File: src/rtl/lab2_proc_fetch_drop_unit.sv
// lab2_proc_fetch_drop_unit
//   Sits between the processor fetch stage and instruction memory. Tracks how
//   many imem requests are outstanding and, when the control unit squashes the
//   fetch stream (drop), discards every response still owed for requests issued
//   before the squash. Responses pass through combinationally with no storage.
//
// Parameters
//   p_data_nbits   : width of an instruction response payload
//   p_max_inflight : maximum outstanding imem requests (power of two, >= 2)
//
// Ports
//   clk, reset                    : clock, synchronous active-high reset
//   fetch_req_val / fetch_req_rdy : fetch stage request handshake
//   mem_req_val / mem_req_rdy     : request handshake toward imem
//   mem_resp_val / mem_resp_rdy   : response handshake from imem
//   mem_resp_data                 : response payload from imem
//   proc_resp_val / proc_resp_rdy : response handshake toward decode
//   proc_resp_data                : forwarded payload (= mem_resp_data)
//   drop                          : squash pulse on PC redirect
//   inflight                      : current outstanding-request count
//   num_dropped                   : saturating count of discarded responses
module lab2_proc_fetch_drop_unit #(
   parameter int unsigned p_data_nbits   = 32,
   parameter int unsigned p_max_inflight = 4
) (
   input  logic                              clk,
   input  logic                              reset,
   input  logic                              fetch_req_val,
   output logic                              fetch_req_rdy,
   output logic                              mem_req_val,
   input  logic                              mem_req_rdy,
   input  logic                              mem_resp_val,
   output logic                              mem_resp_rdy,
   input  logic [p_data_nbits-1:0]           mem_resp_data,
   output logic                              proc_resp_val,
   input  logic                              proc_resp_rdy,
   output logic [p_data_nbits-1:0]           proc_resp_data,
   input  logic                              drop,
   output logic [$clog2(p_max_inflight):0]   inflight,
   output logic [15:0]                       num_dropped
);

   localparam int unsigned CntW   = $clog2(p_max_inflight) + 1;
   localparam logic [CntW-1:0] MaxCnt = CntW'(p_max_inflight);

   typedef enum logic {StPass, StDrain} state_t;

   state_t          state;
   logic [CntW-1:0] drop_cnt;
   logic [CntW-1:0] drop_cnt_next;
   logic [CntW-1:0] inflight_next;
   logic [CntW-1:0] issue_ext;
   logic [CntW-1:0] fire_ext;
   logic            full;
   logic            nonzero;
   logic            pass_mode;
   logic            issue;
   logic            resp_fire;
   logic            discard;

   always_comb begin
      full      = (inflight == MaxCnt);
      nonzero   = (inflight != '0);
      // A drop cycle already discards, even before the state register catches up.
      pass_mode = (state == StPass) && !drop;

      // Handshakes are forced low during reset so nothing leaks out that cycle.
      mem_req_val   = !reset && fetch_req_val && !full;
      fetch_req_rdy = !reset && mem_req_rdy && !full;
      proc_resp_val = !reset && pass_mode && mem_resp_val && nonzero;
      // Never accept a response nobody asked for (inflight == 0).
      mem_resp_rdy  = !reset && nonzero && (pass_mode ? proc_resp_rdy : 1'b1);

      proc_resp_data = mem_resp_data;

      issue     = mem_req_val && mem_req_rdy;
      resp_fire = mem_resp_val && mem_resp_rdy;
      discard   = resp_fire && !pass_mode;

      issue_ext = {{(CntW-1){1'b0}}, issue};
      fire_ext  = {{(CntW-1){1'b0}}, resp_fire};

      inflight_next = inflight + issue_ext - fire_ext;

      // On drop, everything outstanding before this cycle is doomed; a request
      // issued in the drop cycle itself is not counted and delivers normally.
      drop_cnt_next = drop_cnt;
      if (drop) begin
         drop_cnt_next = inflight - fire_ext;
      end else if (state == StDrain) begin
         drop_cnt_next = drop_cnt - fire_ext;
      end
   end

   always_ff @(posedge clk) begin
      if (reset) begin
         state       <= StPass;
         inflight    <= '0;
         drop_cnt    <= '0;
         num_dropped <= 16'd0;
      end else begin
         inflight <= inflight_next;
         drop_cnt <= drop_cnt_next;
         state    <= (drop_cnt_next != '0) ? StDrain : StPass;
         if (discard && (num_dropped != 16'hFFFF)) begin
            num_dropped <= num_dropped + 16'd1;
         end
      end
   end

endmodule

File: config.mk
export PLATFORM = sky130hd
export DESIGN_NAME = lab2_proc_fetch_drop_unit
export DESIGN_NICKNAME = d
export VERILOG_FILES = /design/src/rtl/lab2_proc_fetch_drop_unit.sv
export SDC_FILE = /design/constraint.sdc
export NUM_CORES = 1
export LEC_CHECK = 0
export ABC_AREA = 1
export CORE_MARGIN = 1.5
export CORE_UTILIZATION = 39
export CTS_BUF_LIST = sky130_fd_sc_hd__clkbuf_16
export DETAILED_ROUTE_END_ITERATION = 16
export PLACE_DENSITY_LB_ADDON = 0.12
export SYNTH_ARGS = -nofsm -noshare
export SYNTH_HDL_FRONTEND = slang
export SYNTH_SLANG_ARGS = --single-unit
File: constraint.sdc
create_clock -name clk -period 3.03 [get_ports clk]
set_clock_uncertainty 0.1 [all_clocks]
set_input_delay 0.606 -clock clk [delete_from_list [all_inputs] [get_ports clk]]
set_output_delay 0.606 -clock clk [all_outputs]
set_load 0.005 [all_outputs]
==> After elaboration in Yosys (flattened, before gate mapping) <==
Index checks and enable logic that the tools add are counted.
{ "classes": {"add_sub_neg": 5, "eq_ne": 2, "mux": 4, "bitwise_logic": 1, "reduce_logical": 20} }
{ "op_table": {"columns": ["op", "count"], "rows": [
  ["16-bit by 1-bit adder with 16-bit output (second input constant)", 1],
  ["16-bit inequality test (second input constant)", 1],
  ["1-bit logical AND", 14],
  ["3-bit by 1-bit subtractor with 3-bit output", 3],
  ["3-bit two-way mux", 2],
  ["3-bit nonzero test", 2],
  ["1-bit zero test", 4],
  ["3-bit by 1-bit adder with 3-bit output", 1],
  ["3-bit equality test (second input constant)", 1],
  ["1-bit two-way mux", 2],
  ["1-bit inverter", 1]
]} }
{ "totals": {"regBits": 23, "inputBits": 39, "output_inout_bits": 55, "elab_cells": 36} }

==> Logic depth before layout (Yosys ltp) <==
Gate-level depths: netlist of run 1.
{ "logic_depth": {"ltp_word": 10, "mapped_depth": 12, "ltp_nobuf": 12} }

==> Worst setup path after synthesis of run 1 <==
OpenSTA, ideal clock, no wires.
{ "synth_path": {"path_type": "input port to flip-flop", "start": "input port drop", "end": "register inflight[2]", "setup_time_ns": 0.078, "t_arrival_ns": 2.202, "required_time_ns": 2.852, "path_slack_ns": 0.650, "path_stages": 10, "n_path_buf": 0, "path_cell_list": "inv_2 nand2_2 o211a_1 and2_1 ha_1 inv_1 ha_1 fa_1 and3_1 nor3_1"} }
{ "synth_between": {"elab_chain_len": 6} }
{ "synth_lines": {"columns": ["element", "line_no", "source"], "rows": [
  ["from (decl)", "38", "input logic drop,"],
  ["1-bit zero test", "65", "pass_mode = (state == StPass) && !drop;"],
  ["1-bit logical AND", "65", null],
  ["1-bit two-way mux", "72", "mem_resp_rdy = !reset && nonzero && (pass_mode ? proc_resp_rdy : 1'b1);"],
  ["1-bit logical AND", "72", null],
  ["via mem_resp_rdy", "33", "output logic mem_resp_rdy,"],
  ["1-bit logical AND", "77", "resp_fire = mem_resp_val && mem_resp_rdy;"],
  ["3-bit by 1-bit subtractor with 3-bit output", "83", "inflight_next = inflight + issue_ext - fire_ext;"],
  ["to (signal assigned)", "102", "inflight <= inflight_next;"],
  ["to (decl)", "39", "output logic [$clog2(p_max_inflight):0] inflight,"]
]} }
The timed path passes the listed nets, and every way through them passes these cells.
A chain may end at the register's enable or synchronous reset.

==> Worst setup path in the final report of run 1 <==
{ "layout_path": {"start": "input port reset", "end": "output port fetch_req_rdy"} }
{ "layout_between": {"elab_chain_len": 3} }
{ "layout_lines": {"columns": ["element", "line_no", "source"], "rows": [
  ["from (decl)", "27", "input logic reset,"],
  ["1-bit zero test", "69", "fetch_req_rdy = !reset && mem_req_rdy && !full;"],
  ["1-bit logical AND (2 in a row)", "69", null],
  ["to (decl)", "29", "output logic fetch_req_rdy,"]
]} }
Every way passes these cells.

==> results of run 1 <==
==> cells by family after synthesis <==
family / after synthesis / synth area share [%]
buf+inv: 63 / 22.32
simple gates: 132 / 34.31
compound gates: 21 / 7.715
mux: 1 / 0.5993
flops: 23 / 27.57
fa+ha+maj: 8 / 6.442
xor+xnor: 2 / 1.049
==> flip-flops by register name (all words and copies together) (netlist names) <==
register,flops
num_dropped,16
state,1
inflight,3
drop_cnt,3
==> critical path: stages <==
cell,delay (ns)
clkdlybuf4s50_1,0.43
inv_2,0.12
buf_4,0.20
nand2_1,0.06
nor2_1,0.10
clkdlybuf4s50_1,0.50
==> area by class of cell <==
class                   instances  area (sq um)
repair buffers                 32         312.8
clock buffers                   3         75.07
clock inverters                 1         3.754
inverters                      27         101.3
multi-input cells             164         837.1
flip-flops and latches         23         460.4
fillers                       441          2205
well taps                      50         62.56
==> per-stage QoR <==
stage | power [W] | setup WS, ns | instances | util [%]
after floorplan | 0.0006079 | 0.6503 | 250 | -
after global placement | 0.0006831 | 0.1416 | 296 | 43.72
after detailed placement | 0.0006802 | 0.1116 | 296 | 43.72
after CTS | 0.0009634 | 0.2855 | 300 | 45.67
after global routing | 0.001034 | 0.1785 | 300 | 45.67
final | 0.0009513 | 0.3020 | 300 | 45.67
==> report_power, final <==
group	leakage, nW	switching, W	internal, W	total (W)
Combinational	0.510	0.000151	0.000142	0.000294
Clock	0.0423	0.000107	0.000176	0.000283
Sequential	0.186	0.0000377	0.000337	0.000375
Total	0.738	0.000296	0.000655	0.000951
==> how the worst max path moves through the flow <==
| stage | slack (ns) | depth (start not counted) | endpoint |
|---|---|---|---|
| 2_1_floorplan | 0.65 | 10 | inflight[2] |
| 3_5_place_dp | 0.11 | 11 | inflight[2] |
| 4_1_cts | 0.29 | 6 | fetch_req_rdy |
| 5_1_grt | 0.18 | 11 | inflight[2] |
| 6_report | 0.30 | 6 | fetch_req_rdy |
| 3_3_place_gp | 0.14 | 11 | inflight[2] |
==> routing by layer <==
metal  global-route usage [%]  wire (microns)  part of all wire, %  up-vias
met5                        0               0                    0        -
met4                    4.250              21                 0.64        0
met3                    2.961             190                  5.8        4
met2                    25.48            1489                   45       45
met1                    20.02            1588                   48      587
li1                         -               -                    -      755
==> synthesized netlist by cell type <==
cell / number
nand2_1: 56
nor2_1: 39
buf_4: 32
inv_1: 24
dfxtp_1: 23
nand3_1: 20
a21oi_1: 11
ha_1: 7
a21oi_2: 4
nand4_1: 4
inv_2: 3
nand2_2: 3
nor2_2: 3
and2_1: 2
buf_6: 2
o21ai_0: 2
xor2_1: 2
a31oi_1: 1
and3_1: 1
buf_1: 1
buf_2: 1
fa_1: 1
mux2i_1: 1
nand4_2: 1
nor2_4: 1
nor3_1: 1
o211a_1: 1
o21ai_1: 1
o21bai_1: 1
or2_2: 1
==> summary.txt, run 1 <==
Logic synthesis
  – Count of cell types in the netlist: 30
  – Synth top area share: 27.57%
  – Post-Synthesis Net Count: 297
  – Top post-synthesis cells by area: dfxtp_1 28%, buf_4 14%, nand2_1 13%
  – Syn_area_per_cell: 6.681 sq um
  – Sequential-to-total area share from yosys stat: 27.57%
  – Synthesized area: 1670 sq um
  – Yosys warning count: 0
  – Cell count after synthesis: 250
  – Synth area leader: dfxtp_1
  – Flops & latches, synth: 23

Setup path
  – WP data arrival: 2.02 ns
  – R2R depth: 10
  – Startpoint types: primary input
  – Crit Reg-Reg Endpoint: inflight[2]
  – RR Startpoint: state
  – R2r setup slk: 0.80 ns
  – Critical path origin: reset
  – WS Path Type: in2out
  – Crit path capture type: output pin
  – CP max FO: 11
  – Worst endpoint required time: 2.32 ns

GRT
  – Vias in the first global route: 1269
  – Pin count of the biggest net entering global routing: 24
  – GR Overflow Total: 0
  – Total track usage: 15.31%
  – First-pass GRT wire length: 5416 microns
  – Initial antenna violation count: 0

Timing
  – Final Slew Violations: 0
  – Endpoints failing hold: 0
  – Period minus WS final: 2.728 ns
  – Worst relative slew slack: 65.72%
  – Final setup fails: 0
  – Peak Freq: 366.6 MHz
  – Hold_ws: 0.4366 ns
  – Worst-margin pin slew: 0.5130 ns
  – Fin crit share: 90.03%
  – RSZ-0062 raised after global routing: false
  – Setup TNS: 0 ns

Clock network
  – CTS max path bufs: 2
  – Clk sink count: 23
  – Num CTS Buffers: 3
  – CTS tree: done
  – CTS root buffer: clkbuf_16
  – Post-CTS sizing: 0
  – Clock slew at reported path FFs: 0.06 ns
  – CTS H-Tree Depth: 1
  – CTS Hold Bufs: 0
  – Postcts setup bufs: 0
  – Clk Latency, worst-skew pair: 0.25 ns

Layout
  – Final Net Count: 298
  – Most frequent cells in the layout: 56 x nand2_1, 39 x nor2_1, 29 x clkdlybuf4s50_1
  – Antenna Cells: 0
  – Post-route cell area: 1853 sq um
  – Commonest non-fill, non-tap cell in the layout: nand2_1
  – Share of cells above drive strength 1: 8.800%
  – Area growth, synth to finish: 10.94%

Floorplanning
  – Initial Utilization: 41.17%
  – Rows: 23
  – CORE AREA: 4058 sq um
  – Die X: 68.45 microns
  – Ports: 94
  – Die area: 4685 sq um
  – Die Y: 68.45 microns

Min path
  – Hold Path Cell Cnt: 2
  – Worst min-delay path category: reg2reg
  – Endpoint, Worst Hold: num_dropped[3]
  – Hold path startpoint: num_dropped[3]

Placement
  – Port Buffers: 29
  – Area post-placement: 1774 sq um
  – RePlAce Congestion: 0.7964
  – Final HPWL DP: 2450 microns

Detailed routing
  – Drt wl/cell: 10.96 microns
  – DRC viols: 0
  – Iteration-0 DRC Markers: 56
  – Drt via density: 4.637
  – Final ANT Viol Nets: 0
  – DR pass1 iterations: 4
  – DRT Wirelength: 3289 microns
  – Via Count: 1391

Power and ir drop
  – Pwr per Cell Area: 513.4 nW/um^2
  – Leakage power: 0.7382 nW
  – Peak supply drop: 231.9 uV

Job
  – Max Cap Viol: 0

Run status
  – Outcome: finished, final reports clean
(Power assumes the default switching activity.)
==> run 2, diff against run 1 <==
CAP_MARGIN = 5   (was not set)
==> results of run 2 <==
No change in the layout: final DEF, timing and power equal those of run 1.
